## src/rtl/instr_fetch_unit.sv

```systemverilog
// Instruction fetch unit: credit-limited imem requester feeding a 2-entry IF/ID FIFO,
// with redirect flush and drop-on-stale-ack handling.
module instr_fetch_unit #(
  parameter logic [31:0] RESET_PC = 32'h0000_0000
) (
  input  logic        clk_i,
  input  logic        rst_i,
  input  logic        stall_i,
  input  logic        redirect_i,
  input  logic [31:0] redirect_addr_i,
  output logic        imem_req_o,
  output logic [31:0] imem_addr_o,
  input  logic        imem_ack_i,
  input  logic [31:0] imem_data_i,
  output logic [31:0] instr_addr_o,
  output logic [31:0] instr_o,
  output logic        valid_o
);

  typedef enum logic [1:0] {IDLE, REQ, DROP} state_t;

  state_t      state_q, state_d;
  logic [31:0] pc_q, pc_d;
  logic [31:0] addr_q;
  logic [1:0]  cnt_q, cnt_after;
  logic [31:0] head_pc_q, head_ins_q, tail_pc_q, tail_ins_q;
  logic        push, pop;

  always_comb begin
    pop       = (cnt_q != 2'd0) && !stall_i;
    push      = (state_q == REQ) && imem_ack_i && !redirect_i;
    cnt_after = cnt_q + {1'b0, push} - {1'b0, pop};
    state_d   = state_q;
    pc_d      = pc_q;
    if (redirect_i) begin
      pc_d = redirect_addr_i & ~32'h3;
      // An un-acked request in flight must be drained before the new target is fetched.
      if (state_q != IDLE && !imem_ack_i) state_d = DROP;
      else                                state_d = REQ;
    end else begin
      case (state_q)
        IDLE: if (cnt_after < 2'd2) state_d = REQ;
        REQ: begin
          if (imem_ack_i) begin
            pc_d    = pc_q + 32'd4;
            state_d = (cnt_after < 2'd2) ? REQ : IDLE;
          end
        end
        DROP: if (imem_ack_i) state_d = REQ;
        default: state_d = IDLE;
      endcase
    end
  end

  always_ff @(posedge clk_i or negedge rst_i) begin
    if (!rst_i) begin
      state_q <= IDLE;
      pc_q    <= RESET_PC;
      addr_q  <= '0;
    end else begin
      state_q <= state_d;
      pc_q    <= pc_d;
      // Latched only when a fresh request starts, so DROP keeps presenting the old address.
      if (state_d == REQ) addr_q <= pc_d;
    end
  end

  always_ff @(posedge clk_i or negedge rst_i) begin
    if (!rst_i) begin
      cnt_q      <= '0;
      head_pc_q  <= '0;
      head_ins_q <= '0;
      tail_pc_q  <= '0;
      tail_ins_q <= '0;
    end else if (redirect_i) begin
      cnt_q      <= '0;
      head_pc_q  <= '0;
      head_ins_q <= '0;
      tail_pc_q  <= '0;
      tail_ins_q <= '0;
    end else begin
      cnt_q <= cnt_after;
      // Tail is kept zero while unused so a pop shifts zeros into an emptied head.
      if (pop && push) begin
        if (cnt_q == 2'd1) begin
          head_pc_q  <= pc_q;
          head_ins_q <= imem_data_i;
        end else begin
          head_pc_q  <= tail_pc_q;
          head_ins_q <= tail_ins_q;
          tail_pc_q  <= pc_q;
          tail_ins_q <= imem_data_i;
        end
      end else if (pop) begin
        head_pc_q  <= tail_pc_q;
        head_ins_q <= tail_ins_q;
        tail_pc_q  <= '0;
        tail_ins_q <= '0;
      end else if (push) begin
        if (cnt_q == 2'd0) begin
          head_pc_q  <= pc_q;
          head_ins_q <= imem_data_i;
        end else begin
          tail_pc_q  <= pc_q;
          tail_ins_q <= imem_data_i;
        end
      end
    end
  end

  assign imem_req_o   = (state_q != IDLE);
  assign imem_addr_o  = (state_q != IDLE) ? addr_q : '0;
  assign valid_o      = (cnt_q != 2'd0);
  assign instr_o      = head_ins_q;
  assign instr_addr_o = head_pc_q;

endmodule

```

## config.mk

```make
export PLATFORM = sky130hd
export DESIGN_NAME = instr_fetch_unit
export DESIGN_NICKNAME = d
export VERILOG_FILES = /design/src/rtl/instr_fetch_unit.sv
export SDC_FILE = /design/constraint.sdc
export NUM_CORES = 1
export LEC_CHECK = 0
export ABC_AREA = 0
export BUFFER_PORTS_ARGS = -buffer_cell sky130_fd_sc_hd__clkbuf_2
export CAP_MARGIN = 20
export CORE_MARGIN = 3
export CORE_UTILIZATION = 40
export CTS_BUF_LIST = sky130_fd_sc_hd__clkbuf_8 sky130_fd_sc_hd__clkbuf_16
export DETAILED_ROUTE_END_ITERATION = 10
export PLACE_DENSITY = 0.64
export SYNTH_ARGS = -nofsm -noshare
export SYNTH_HDL_FRONTEND = slang
export SYNTH_SLANG_ARGS = --single-unit
```

## constraint.sdc

```tcl
create_clock -name clk_i -period 2.9 [get_ports clk_i]
set_input_delay 0.29 -clock clk_i [delete_from_list [all_inputs] [get_ports clk_i]]
set_output_delay 0.29 -clock clk_i [all_outputs]
set_load 0.005 [all_outputs]
```

==> key figures <==
Synthesis
  • Netlist cell types: 48
  • Top FF cell, synth: dfrtp_1
  • Post-Synthesis Cells: approximately 900
  • Synth area leaders: dfrtp_1 (54%), mux2i_1 (11%), nand2_1 (8.8%)
  • Number of enable flip-flop cells after synthesis: 0
  • Post-synthesis cell area: 9030 µm²
  • Synth top area share: 0.5432
  • Post-synth top area cell: dfrtp_1
  • #FFs+latches synth: 196
  • Ys async rst share: 1.000
  • Syn_nets: 957
  • Sequential area share after synthesis: 0.5432
  • Syn Area/Cell: just over 10 µm²
  • Yosys warnings: 0

Final layout
  • Non-filler cells, final: 1321
  • Nets: 1100
  • Layout cells sized above 1: 0.2558
  • Area grow syn2layout: 19.51%
  • Fillers: roughly 2100
  • Post-Route Utilization: 0.4899

Power and ir drop
  • Pwr Density: 829.8 nW/µm²
  • Leak: 5.470 nW
  • Overall power: 0.008955 W
  • Peak supply drop: 0.3321 mV

Clock network
  • TritonCTS Buffers: 17
  • Post-CTS Setup Inserts: 0
  • Clock buffer depth: 2
  • Clock tree sinks: 196
  • CTS tree: done
  • Clk Latency, worst-skew pair: 0.43 ns
  • Clock slew at reported path FFs: 0.07 ns
  • H-tree level count: 4
  • Root Driver: clkbuf_16

Route
  • WL/cell: about 16 µm
  • Final ANT Viol Nets: 0
  • Final WL: 21200 µm
  • Vias/cell: 4.971
  • First-pass DRT Iterations: 5
  • DR iter-0 viols: 510
  • Drc violations: 0
  • Via count: 6567

Global routing
  • Number of global-route vias before repair: 6597
  • Initial antenna violation count: 1
  • Largest net degree at the start of global routing: 73
  • First-pass GRT wire length: 34820 µm
  • GR Overflow Total: 0
  • All-layer global routing usage: 0.1778

Timing
  • Final WS setup: between 0.2 and 0.25 ns
  • FMAX: 0.3713 GHz
  • Setup violators final: 0
  • Fin crit period: 2.693 ns
  • Setup TNS: 0 ns
  • Final hold vios: 0
  • Slew HR: 0.5092
  • Slew Viols, Final: 0
  • Setup Skew: ~0.013 ns
  • RSZ-0062 raised after global routing: false
  • Slew @ Worst Pin: 0.7362 ns
  • Fin crit share: 0.9287

Worst setup path
  • CP Max Fanout: 27
  • CP Capture Type: flip-flop
  • FF-to-FF End: addr_q[28]$_DFFE_PN0N_
  • Critical Path AT: 3.00 ns
  • Kind of critical path: reg2reg
  • Critical Path Source Type: flip-flop
  • Worst r2r src: cnt_q[1]$_DFF_PN0_
  • Worst Path Required: 3.21 ns
  • Reg2reg path depth: 11
  • Flop2flop setup slack: between 0.2 and 0.25 ns

Placed design
  • Hpwl dp: 14630 µm
  • Final GP Congestion: about 0.84
  • Placed insts: 1287
  • Post-Place Worst Slack: 0.1209 ns
  • Port buffer count: 164

Worst hold path
  • Hold crit path type: in2reg
  • Worst hold endpoint: tail_ins_q[27]$_DFFE_PN0P_
  • Hold Path Origin: imem_data_i[27]
  • WHS Path Cells: 3

Flow run
  • Max_cap viols: 0

Die
  • Die height: ~160 µm
  • IO Pins: 167
  • Die W: 156.3 µm
  • Total core area: 22030 µm²
  • Starting Density: 0.4100
  • Core Rows: 54
  • Die Area: 24410 µm²

Run status
  • Status: complete, no violations
-- worst max-delay path: stages, from the launching register on --
cell and delay (ns):
dfrtp_1 0.44, nor2_2 0.20, nor2_1 0.11, ha_1 0.28
inv_1 0.04, ha_1 0.17, xnor3_1 0.22, a21oi_1 0.05
o31a_2 0.38, inv_2 0.13, buf_12 0.20, mux2_2 0.35
-- cells in the mapped netlist, drive strengths merged, types with 2 or more instances --
| cell type | count |
|---|---|
| dfrtp | 196 |
| nand3 | 6 |
| o21ai | 137 |
| mux2 | 33 |
| a21oi | 5 |
| nand2b | 3 |
| nor2 | 14 |
| o31ai | 2 |
| o22ai | 2 |
| xor2 | 4 |
| nand4 | 15 |
| nand3b | 3 |
| nand2 | 212 |
| clkbuf | 27 |
| inv | 12 |
| xnor2 | 6 |
| ha | 4 |
| nor2b | 36 |
| buf | 34 |
| a31oi | 2 |
| nand4b | 3 |
| nor3 | 9 |
| mux2i | 100 |
| nor4 | 6 |
-- worst max-delay path by stage --
stage | start | to | slack, ns
final | cnt_q[1]$_DFF_PN0_ | addr_q[28]$_DFFE_PN0N_ | 0.21
after global routing | cnt_q[1]$_DFF_PN0_ | addr_q[28]$_DFFE_PN0N_ | 0.05
after CTS | cnt_q[1]$_DFF_PN0_ | addr_q[21]$_DFFE_PN0N_ | 0.12
after detailed placement | cnt_q[1]$_DFF_PN0_ | addr_q[28]$_DFFE_PN0N_ | 0.12
after global placement | cnt_q[1]$_DFF_PN0_ | instr_o[5]$_DFFE_PN0P_ | 0.14
after floorplan | redirect_i | addr_q[23]$_DFFE_PN0N_ | 0.04
-- flip-flops by register name, indices dropped and copies added (netlist names) --
name	flops
state_q	2
instr_o	32
tail_ins_q	32
tail_pc_q	32
pc_q	32
addr_q	32
instr_addr_o	32
cnt_q	2
-- layout by cell type (no fill, tap or decap), types with 3 or more instances in the layout --
cell type | synthesis | routed
a21oi_1 | 5 | 5
buf_12 | 0 | 4
buf_4 | 5 | 16
bufinv_16 | 0 | 3
clkbuf_16 | 0 | 17
clkbuf_2 | 1 | 163
dfrtp_1 | 196 | 196
ha_1 | 4 | 4
inv_1 | 11 | 11
inv_6 | 0 | 3
mux2_2 | 32 | 32
mux2i_1 | 100 | 100
nand2_1 | 212 | 212
nand2b_1 | 3 | 3
nand3_1 | 6 | 6
nand3b_1 | 3 | 3
nand4_1 | 14 | 14
nor2_1 | 14 | 11
nor2b_1 | 36 | 35
nor3_1 | 7 | 6
nor4_1 | 5 | 5
o21ai_0 | 137 | 137
xnor2_1 | 6 | 6
xor2_1 | 4 | 4
-- metrics by stage --
stage          cell area, µm²  hold WS [ns]
2_1_floorplan            9030     -0.005591
3_3_place_gp            10130        0.3562
3_5_place_dp            10150        0.3537
4_1_cts                 10790       0.08425
5_1_grt                 10790       0.09122
6_report                10790        0.1049
-- metal layers --
layer / GRT usage / vias up / share of wire / wire length (µm)
met4: 0.05669 / 0 / 0.011 / 223
met5: 0 / - / 0 / 0
li1: - / 3284 / - / -
met2: 0.2675 / 153 / 0.45 / 9486
met3: 0.03346 / 15 / 0.038 / 812
met1: 0.2609 / 3115 / 0.50 / 10680
-- area by class of cell --
cell class              count  area [µm²]  share of cell area
well taps                 280       350.3             0.03246
multi-input cells         615        3826              0.3546
clock inverters            15       197.7             0.01832
flip-flops and latches    196        4905              0.4545
repair buffers            185        1040             0.09635
diodes                      1       2.502           0.0002319
clock buffers              17       425.4             0.03942
inverters                  12       45.04            0.004174
-- where the power goes --
group	total (W)	switching [W]	internal (W)
Clock	0.00248	0.00109	0.00139
Sequential	0.00383	0.000417	0.00341
Combinational	0.00265	0.00146	0.00119
Total	0.00896	0.00297	0.00599
-- cells by family after synthesis --
family                   count (synthesis)  share of synthesized area
buffers and inverters                   73                    0.03741
AO/OA/AOI/OAI                          152                    0.08688
XOR/XNOR                                11                    0.01219
multiplexers                           133                     0.1524
flip-flops                             196                     0.5432
AND/OR/NAND/NOR                        315                     0.1624
adder cells (fa/ha/maj)                  4                   0.005543
-- repair_timing --
action	in CTS	in global routing
hold endpoints to repair	69	0
resized for setup	0	1
hold buffers	1	0
endpoints found under the setup margin	0	26
(Power assumes the default switching activity.)
